[src/rtl/alu_pkg.sv]
// alu_pkg: shared ALU opcodes, width, corner operand table and selftest LFSR step.
// No ports; imported by the ALU, alu_golden and alu_selftest.
package alu_pkg;

    localparam int N = 32;

    localparam logic [2:0] OP_ADDU = 3'b000;
    localparam logic [2:0] OP_ADD  = 3'b001;
    localparam logic [2:0] OP_OR   = 3'b010;
    localparam logic [2:0] OP_SUBU = 3'b100;
    localparam logic [2:0] OP_SUB  = 3'b101;
    localparam logic [2:0] OP_SLTU = 3'b110;
    localparam logic [2:0] OP_SLT  = 3'b111;

    localparam logic [2:0] OP_SEQ [7] = '{OP_ADDU, OP_ADD, OP_OR, OP_SUBU, OP_SUB, OP_SLTU, OP_SLT};

    localparam logic [N-1:0] CORNER_A [8] = '{
        32'h7FFF_FFF1, 32'h8000_0001, 32'hFFFF_FFFF, 32'h0000_0010,
        32'h7FFF_FFFF, 32'h8000_0001, 32'h0000_0010, 32'h0000_0000
    };
    localparam logic [N-1:0] CORNER_B [8] = '{
        32'h0000_000F, 32'h8000_0001, 32'h0000_0001, 32'h0000_0010,
        32'hFFFF_FFFF, 32'h0000_0002, 32'hFFFF_FFFF, 32'h0000_0000
    };

    // Right-shifting Galois form of x^32+x^22+x^2+x+1
    localparam logic [N-1:0] LFSR_TAPS = 32'h8020_0003;

    typedef enum logic [2:0] {ST_IDLE, ST_DRIVE, ST_WAIT, ST_CHECK, ST_DONE} state_t;

    function automatic logic [N-1:0] lfsr_step(input logic [N-1:0] s);
        return {1'b0, s[N-1:1]} ^ (s[0] ? LFSR_TAPS : '0);
    endfunction

endpackage

[src/rtl/alu_golden.sv]
// alu_golden: combinational expected-value model of the ALU.
// Ports: a, b (W) operands; ctr (3) opcode; result (W); zero; overflow (signed add/sub only).
module alu_golden
    import alu_pkg::*;
#(
    parameter int W = N
) (
    input  logic [W-1:0] a,
    input  logic [W-1:0] b,
    input  logic [2:0]   ctr,
    output logic [W-1:0] result,
    output logic         zero,
    output logic         overflow
);
    logic [W-1:0] sum;
    logic [W-1:0] diff;
    assign sum  = a + b;
    assign diff = a - b;
    // sltu/slt and or are picked off first, so ctr[2] alone separates subtract from add
    assign result = ctr == OP_OR   ? a | b :
                    ctr == OP_SLTU ? W'(a < b) :
                    ctr == OP_SLT  ? W'($signed(a) < $signed(b)) :
                    ctr[2]         ? diff : sum;
    assign overflow = ctr == OP_ADD ? (a[W-1] == b[W-1] && sum[W-1] != a[W-1]) :
                      ctr == OP_SUB ? (a[W-1] != b[W-1] && diff[W-1] != a[W-1]) : 1'b0;
    assign zero = result == '0;
endmodule

[src/rtl/alu_selftest.sv]
// alu_selftest: drives directed + LFSR vectors into an ALU and checks its outputs.
// Ports: clk, rst (async, active-high), start; alu_a/alu_b/alu_ctr to the ALU;
// alu_result/alu_zero/alu_overflow from the ALU; busy, done, pass, err_count, vec_count.
// Define ALU_SELFTEST_FAILCAP_EN to add fail_valid/fail_idx/fail_a/fail_b/fail_ctr/
// fail_result/fail_flags capturing the first mismatching vector of a run.
module alu_selftest
    import alu_pkg::*;
#(
    parameter int           NUM_VEC = 64,
    parameter int           SETTLE  = 2,
    parameter logic [N-1:0] SEED    = 32'hACE1_2025
) (
    input  logic         clk,
    input  logic         rst,
    input  logic         start,
    output logic [N-1:0] alu_a,
    output logic [N-1:0] alu_b,
    output logic [2:0]   alu_ctr,
    input  logic [N-1:0] alu_result,
    input  logic         alu_zero,
    input  logic         alu_overflow,
    output logic         busy,
    output logic         done,
    output logic         pass,
    output logic [15:0]  err_count,
    output logic [15:0]  vec_count
`ifdef ALU_SELFTEST_FAILCAP_EN
    ,
    output logic         fail_valid,
    output logic [15:0]  fail_idx,
    output logic [N-1:0] fail_a,
    output logic [N-1:0] fail_b,
    output logic [2:0]   fail_ctr,
    output logic [N-1:0] fail_result,
    output logic [1:0]   fail_flags
`endif
);
    state_t       state;
    logic [N-1:0] lfsr;
    logic [2:0]   op_i;
    logic [15:0]  wait_cnt;
    logic [N-1:0] exp_result;
    logic         exp_zero;
    logic         exp_ovf;
    logic         corner;
    logic [N-1:0] step1;
    logic [N-1:0] step2;
    logic [N-1:0] nxt_a;
    logic [N-1:0] nxt_b;
    logic [N-1:0] g_result;
    logic         g_zero;
    logic         g_ovf;
    logic         mismatch;

    // vec_count doubles as the index of the vector about to be driven
    assign corner = vec_count < 16'd8;
    assign step1  = lfsr_step(lfsr);
    assign step2  = lfsr_step(step1);
    assign nxt_a  = corner ? CORNER_A[vec_count[2:0]] : step1;
    assign nxt_b  = corner ? CORNER_B[vec_count[2:0]] : step2;
    assign mismatch = {alu_result, alu_zero, alu_overflow} != {exp_result, exp_zero, exp_ovf};

    alu_golden #(.W(N)) u_golden (
        .a        (nxt_a),
        .b        (nxt_b),
        .ctr      (OP_SEQ[op_i]),
        .result   (g_result),
        .zero     (g_zero),
        .overflow (g_ovf)
    );

    always_ff @(posedge clk or posedge rst) begin
        if (rst) begin
            state      <= ST_IDLE;
            lfsr       <= SEED;
            op_i       <= '0;
            wait_cnt   <= '0;
            alu_a      <= '0;
            alu_b      <= '0;
            alu_ctr    <= OP_ADDU;
            exp_result <= '0;
            exp_zero   <= 1'b0;
            exp_ovf    <= 1'b0;
            busy       <= 1'b0;
            done       <= 1'b0;
            pass       <= 1'b0;
            err_count  <= '0;
            vec_count  <= '0;
`ifdef ALU_SELFTEST_FAILCAP_EN
            fail_valid  <= 1'b0;
            fail_idx    <= '0;
            fail_a      <= '0;
            fail_b      <= '0;
            fail_ctr    <= '0;
            fail_result <= '0;
            fail_flags  <= '0;
`endif
        end else begin
            case (state)
                ST_IDLE, ST_DONE: begin
                    // In DONE, start counts only once done is visible; until then the run is still busy
                    if (start && (state == ST_IDLE || done)) begin
                        state     <= ST_DRIVE;
                        lfsr      <= SEED;
                        op_i      <= '0;
                        busy      <= 1'b1;
                        done      <= 1'b0;
                        pass      <= 1'b0;
                        err_count <= '0;
                        vec_count <= '0;
`ifdef ALU_SELFTEST_FAILCAP_EN
                        fail_valid  <= 1'b0;
                        fail_idx    <= '0;
                        fail_a      <= '0;
                        fail_b      <= '0;
                        fail_ctr    <= '0;
                        fail_result <= '0;
                        fail_flags  <= '0;
`endif
                    end else if (state == ST_DONE) begin
                        busy <= 1'b0;
                        done <= 1'b1;
                        pass <= err_count == '0;
                    end
                end
                ST_DRIVE: begin
                    alu_a      <= nxt_a;
                    alu_b      <= nxt_b;
                    alu_ctr    <= OP_SEQ[op_i];
                    exp_result <= g_result;
                    exp_zero   <= g_zero;
                    exp_ovf    <= g_ovf;
                    lfsr       <= corner ? lfsr : step2;
                    op_i       <= op_i == 3'd6 ? 3'd0 : op_i + 3'd1;
                    wait_cnt   <= '0;
                    state      <= ST_WAIT;
                end
                ST_WAIT: begin
                    wait_cnt <= wait_cnt + 16'd1;
                    state    <= wait_cnt == 16'(SETTLE - 1) ? ST_CHECK : ST_WAIT;
                end
                ST_CHECK: begin
                    if (mismatch && err_count != 16'hFFFF)
                        err_count <= err_count + 16'd1;
`ifdef ALU_SELFTEST_FAILCAP_EN
                    if (mismatch && !fail_valid) begin
                        fail_valid  <= 1'b1;
                        fail_idx    <= vec_count;
                        fail_a      <= alu_a;
                        fail_b      <= alu_b;
                        fail_ctr    <= alu_ctr;
                        fail_result <= alu_result;
                        fail_flags  <= {alu_zero, alu_overflow};
                    end
`endif
                    vec_count <= vec_count + 16'd1;
                    state     <= vec_count + 16'd1 == 16'(NUM_VEC) ? ST_DONE : ST_DRIVE;
                end
                default: state <= ST_IDLE;
            endcase
        end
    end
endmodule

[config.mk]
export PLATFORM = sky130hd
export DESIGN_NAME = alu_selftest
export DESIGN_NICKNAME = d
export VERILOG_FILES = /design/src/rtl/alu_pkg.sv /design/src/rtl/alu_golden.sv /design/src/rtl/alu_selftest.sv
export SDC_FILE = /design/constraint.sdc
export NUM_CORES = 1
export LEC_CHECK = 0
export ABC_AREA = 1
export CAP_MARGIN = 0
export CORE_MARGIN = 1
export CORE_UTILIZATION = 41
export DETAILED_ROUTE_END_ITERATION = 12
export DONT_BUFFER_PORTS = 1
export SYNTH_ARGS = -nofsm -noshare
export SYNTH_HDL_FRONTEND = slang
export SYNTH_HIERARCHICAL = 1
export SYNTH_SLANG_ARGS = --single-unit
[constraint.sdc]
create_clock -name clk -period 10 [get_ports clk]
set_input_delay 3 -clock clk [delete_from_list [all_inputs] [get_ports clk]]
set_output_delay 3 -clock clk [all_outputs]
set_load 0.005 [all_outputs]
---- Word-level counts from Yosys, hierarchy flattened ----
Memories as Yosys holds them, arrays and structs flattened.
Cells that the tools add are included.
cells by class
  multiplexer cells ....................... 37
  eq/ne operators ......................... 21
  $add $sub $neg .......................... 6
  bitwise logic cells ..................... 5
  reductions and logical operators ........ 18
  magnitude comparators ................... 5
operators with widths
  kind                                                      number
  two-way mux 32 bit                                        14
  one-hot mux 16 bit (2 select lines)                       3
  < comparator 32 bit                                       2
  one-hot mux 32 bit (2 select lines)                       1
  bitwise XOR 31 x 32 -> 32 bit                             2
  adder 16 x 1 -> 16 bit, second input constant             3
  inequality test 34 bit                                    1
  adder 32 bit                                              1
  zero test 32 bit                                          1
  two-way mux 16 bit                                        2
  OR 32 bit                                                 1
  subtractor 32 bit                                         1
  two-way mux 3 bit                                         6
  equality test 16 x 1 -> 1 bit, second input constant      1
  equality test 16 x 7 -> 1 bit, second input constant      1
  zero test 16 bit                                          1
  < comparator 16 x 4 -> 1 bit, second input constant       1
  inequality test 16 bit, second input constant             1
  equality test 3 bit, second input constant                5
  one-hot mux 3 bit (4 select lines)                        1
  equality test 3 x 2 -> 1 bit, second input constant       3
  two-way mux 1 bit                                         9
  greater-or-equal comparator 4 bit, second input constant  2
  inverter 3 -> 4 bit                                       2
  13 further kinds                                          27
word-level totals
  ROM bits ................................ 536
  output and inout bits ................... 102
  bits in registers ....................... 190
  memories ................................ 3
memories
  name             depth  bits a word  read ports  clocked after memory_dff  wr ports  line                 text
  (no name shown)  8      32           1           0                         0         alu_selftest.sv:60   assign nxt_b = corner ? CORNER_B[vec_count[2:0]] : step2;
  (no name shown)  8      32           1           0                         0         alu_selftest.sv:59   assign nxt_a = corner ? CORNER_A[vec_count[2:0]] : step1;
  (no name shown)  8      3            1           0                         0         alu_selftest.sv:129  alu_ctr <= OP_SEQ[op_i];

---- Logic depth before layout (Yosys ltp) ----
  depth in word-level cells ............... 11
  mapped depth ............................ 33

---- By module ----
The synthesis kept the hierarchy.
modules (own cells, without submodules)
  module        sequential area each (um2)  area an instance (um2)  cells an instance  times used
  alu_selftest  4769.6                      9537.9                  1204               1
  alu_golden    0.0                         6195.9                  1274               1

---- Worst setup path before layout ----
OpenSTA, ideal clock, no wires.
  kind .................................... input -> register
  from .................................... input port alu_result[31]
  to ...................................... register err_count[10]
  buffers on the path ..................... 1
  stages on the path ...................... 10
  arrival time ............................ 4.014 ns
  required time ........................... 9.883 ns
  setup slack ............................. 5.869 ns
  path through ............................ or2_0 > a21oi_1 > nand3_1 > nor2_1 > nand3_2 > nand2_8 > nand2_4 > buf_6 > nand2_1 > nand2_1
on the way
  word-level cells in the longest chain between the ends .. 4
ends and longest elaborated chain
  item                                    line                 text
  start: declaration                      alu_selftest.sv:19   input logic [N-1:0] alu_result,
  inequality test 34 bit                  alu_selftest.sv:61   assign mismatch = {alu_result, alu_zero, alu_overflow} != {exp_result, exp_zero, exp_ovf};
  logical AND 1 bit                       alu_selftest.sv:143  if (mismatch && err_count != 16'hFFFF)
  inequality test 2 bit (no source line)  n/a
  AND reduction 3 bit (no source line)    n/a
  end signal: assignment                  alu_selftest.sv:144  err_count <= err_count + 16'd1;
  end: declaration                        alu_selftest.sv:25   output logic [15:0] err_count,
Every way passes these cells.
A chain may end at the register's enable or synchronous reset.

---- Final worst setup path ----
  from .................................... register vec_count[12]
  to ...................................... register exp_zero
on the way
  word-level cells in the longest chain between the ends .. 8
  elaborated cells between the ends (all ways) .. 13
  classes of those cells .................. add/sub (2); order compare (3); mux (6); bitwise (1); reduce/logical (1)
ends and longest elaborated chain
  item                                               line                                text
  start: declaration                                 alu_selftest.sv:26                  output logic [15:0] vec_count
  start signal: assignment                           alu_selftest.sv:156                 vec_count <= vec_count + 16'd1;
  < comparator 16 x 4 -> 1 bit (*)                   alu_selftest.sv:56                  assign corner = vec_count < 16'd8;
  two-way mux 32 bit (*)                             alu_selftest.sv:60
  via nxt_b[5]                                       alu_selftest.sv:49                  logic [N-1:0] nxt_b;
  adder 32 bit or subtractor 32 bit (tied branches)  alu_golden.sv:17, alu_golden.sv:18
  two-way mux 32 bit                                 alu_golden.sv:23                    ctr[2] ? diff : sum;
  two-way mux 32 bit                                 alu_golden.sv:22                    ctr == OP_SLT ? W'($signed(a) < $signed(b)) :
  two-way mux 32 bit                                 alu_golden.sv:21                    ctr == OP_SLTU ? W'(a < b) :
  two-way mux 32 bit (*)                             alu_golden.sv:20                    assign result = ctr == OP_OR ? a | b :
  zero test 32 bit (*)                               alu_golden.sv:26                    assign zero = result == '0;
  via g_zero                                         alu_selftest.sv:51                  logic g_zero;
  end signal: assignment                             alu_selftest.sv:131                 exp_zero <= g_zero;
  end: declaration                                   alu_selftest.sv:43                  logic exp_zero;
Mark *: on every way through the listed nets, which the timed path passes. The rest lies on a longest branch.

==> reports/results.ini <==
[yosys]
synth_ff_type=dfrtp_1
postSynthCellCount=2478
syn_avg_cell_area_sq_um=6.349
syn-cell-area_sq_um=15730
synth_cell_types=55
yosysWarnings=6
syn-num-nets=2623
synth_seq_cells=190
yosysSeqAreaShare=0.3031
async_flop_share=1.000
synth-edff-count=0

[setup_path]
crit_required_ns=10.40
start_kind=register
cp_max_fo=59
critPathKind=reg2reg
end_kind=register
cp.arrival_ns=5.86
path_delay_family=simple AND/OR/NAND/NOR gates
cpPeakStageDelay_ns=0.51
cp_slowest_cell=inv_4
cp_num_buf_inv=5
crit_path_frequent_cell=nand2_1

[clock_tree]
root_buffer=clkbuf_16
cts_resized=0
cts_buffers=17
cts_buffer_depth=2
cts_tree=done
cts_sinks=190
cts-hold-fix-buffers=0
clk_pin_slew_ns=0.07
cts_setup_buffers=0
insertion_delay_ns=0.46
cts-htree-levels=4

[route]
wl_microns=54250
first_pass_iters=5
routed_via_density=5.217
wl_per_cell_microns=18.35
vias=15430
drtIter0Drc=1150
ant_nets=0
drc=0

[min_path]
hp-class=reg2reg

[global_route]
grt_start_max_net_pins=130
grt_usage=0.2834
antenna_found_initial=1
grt_overflow=0
grt_pass1_wl_microns=84230
grt_pass1_vias=14800

[placed_design]
gp_congestion=1.006
portBuffers=0
dpl.hpwl_microns=42600
dp.cells=2925

[sta]
setup_violations=0
worst_slew_pin_slew_ns=0.9719
finalHoldViolCount=0
fmax_mhz=183.1
holdWs_ns=0.5015
fin_setup_tns_ns=0
period_minus_slack_ns=5.460
rsz0062_at_grt=false
slew_headroom=0.3505
fin_crit_sh=0.5460
drv_slew=0
finClkSkew_ns=0.01300

[floorplanning]
die-area_sq_um=39160
pin_count=139
die_w_microns=197.9
rows=71
core_region_area_sq_um=37760
start_util=0.4167
die_h_microns=197.9

[finish]
syn_to_final_growth_pct=5.925
diodes=0
instances_no_fill=2957
nets=2578
fill_cells=4050
layout-drive-gt1-share=0.05478

[outcome]
status=complete, no violations

[job]
max_cap_viol_count=0

[synth_stat cells, drive strengths merged, types with 30 or more instances]
master	number	area (sq um)
nand3	161	810.8
o22ai	31	193.9
nand4	40	256.5
inv	391	1473
or2	30	187.7
a21oi	60	300.3
ha	106	1326
o21ai	117	589.3
nor2	217	865.8
nand2	932	3547
buf	52	324.1
dfrtp	178	4454
[flip-flops by register name, summed over array words and instances (netlist names), 3 cells and up]
register and cells:
op_i 3, err_count 16, vec_count 16, state 3
alu_b 32, wait_cnt 16, lfsr 32, exp_result 32
alu_a 32, alu_ctr 3
[kinds of logic after synthesis]
kind of cell / after synthesis / share of synthesized area
DFF: 190 / 0.3031
buffers and inverters: 468 / 0.1203
and+or+nand+nor: 1424 / 0.3784
AOI/OAI and AO/OA: 239 / 0.08390
muxes: 1 / 0.0006362
adders and majority gates: 108 / 0.08684
xor gates and xnor gates: 48 / 0.02672
[per-stage QoR]
| stage | setup WS [ns] | util | cell area, sq um |
|---|---|---|---|
| finish | 4.540 | 0.4414 | 16670 |
| floorplan | 1.849 | - | 15730 |
| detailed placement | 4.633 | 0.4256 | 16070 |
| CTS | 4.623 | 0.4414 | 16670 |
| global route | 4.193 | 0.4414 | 16670 |
| global placement | 4.650 | 0.4256 | 16070 |
[layer usage]
layer / track usage / wire length [microns] / vias to the layer above
li1: - / - / 7584
met4: 0.08613 / 1410 / 2
met1: 0.3783 / 24230 / 7303
met5: 0 / 13 / -
met3: 0.04752 / 3347 / 70
met2: 0.4673 / 25250 / 467
[cell type report]
class                           instances  area, sq um  share of cell area
Clock inverter                         12        151.4            0.009084
Tap cell                              511        639.4             0.03836
Sequential cell                       190         4770              0.2862
Multi-Input combinational cell       1820         9080              0.5448
Timing Repair Buffer                   13        97.59            0.005856
Inverter                              391         1481             0.08889
Clock buffer                           20        446.7             0.02680
[path summary, 6_finish.rpt]
kind,start,end,slack [ns],cells after the start
worst max register to register,vec_count[12]$_DFFE_PP0P_,exp_zero$_DFFE_PP0P_,4.54,27
min in group asynchronous,rst,vec_count[4]$_DFFE_PP0P_,2.57,1
worst max-delay path,vec_count[12]$_DFFE_PP0P_,exp_zero$_DFFE_PP0P_,4.54,27
worst min-delay path,exp_result[18]$_DFFE_PP0P_,exp_result[18]$_DFFE_PP0P_,0.50,2
worst min register to register,exp_result[18]$_DFFE_PP0P_,exp_result[18]$_DFFE_PP0P_,0.50,2
max in group asynchronous,rst,exp_result[16]$_DFFE_PP0P_,6.01,2
[tightest hold or removal path: cells and delay by family (launching register included)]
family           cells  cell delay [ns]
flip-flops           1             0.36
AND/OR/NAND/NOR      2             0.11
[layout by cell type, fill, tap and decap left out, drive strengths merged, types with 13 or more instances in the layout]
cell,n
o22ai,31
clkbuf,20
a21oi,60
nand3,161
dfrtp,178
nand2,932
or2,30
nor3,27
xor2,20
buf,13
nor2,217
nand4,40
ha,106
inv,396
xnor2,28
o21ai,117
Power is left out: the tool's default activity adds up to more than one toggle a clock period on the data nets, which glitch-free logic cannot reach.
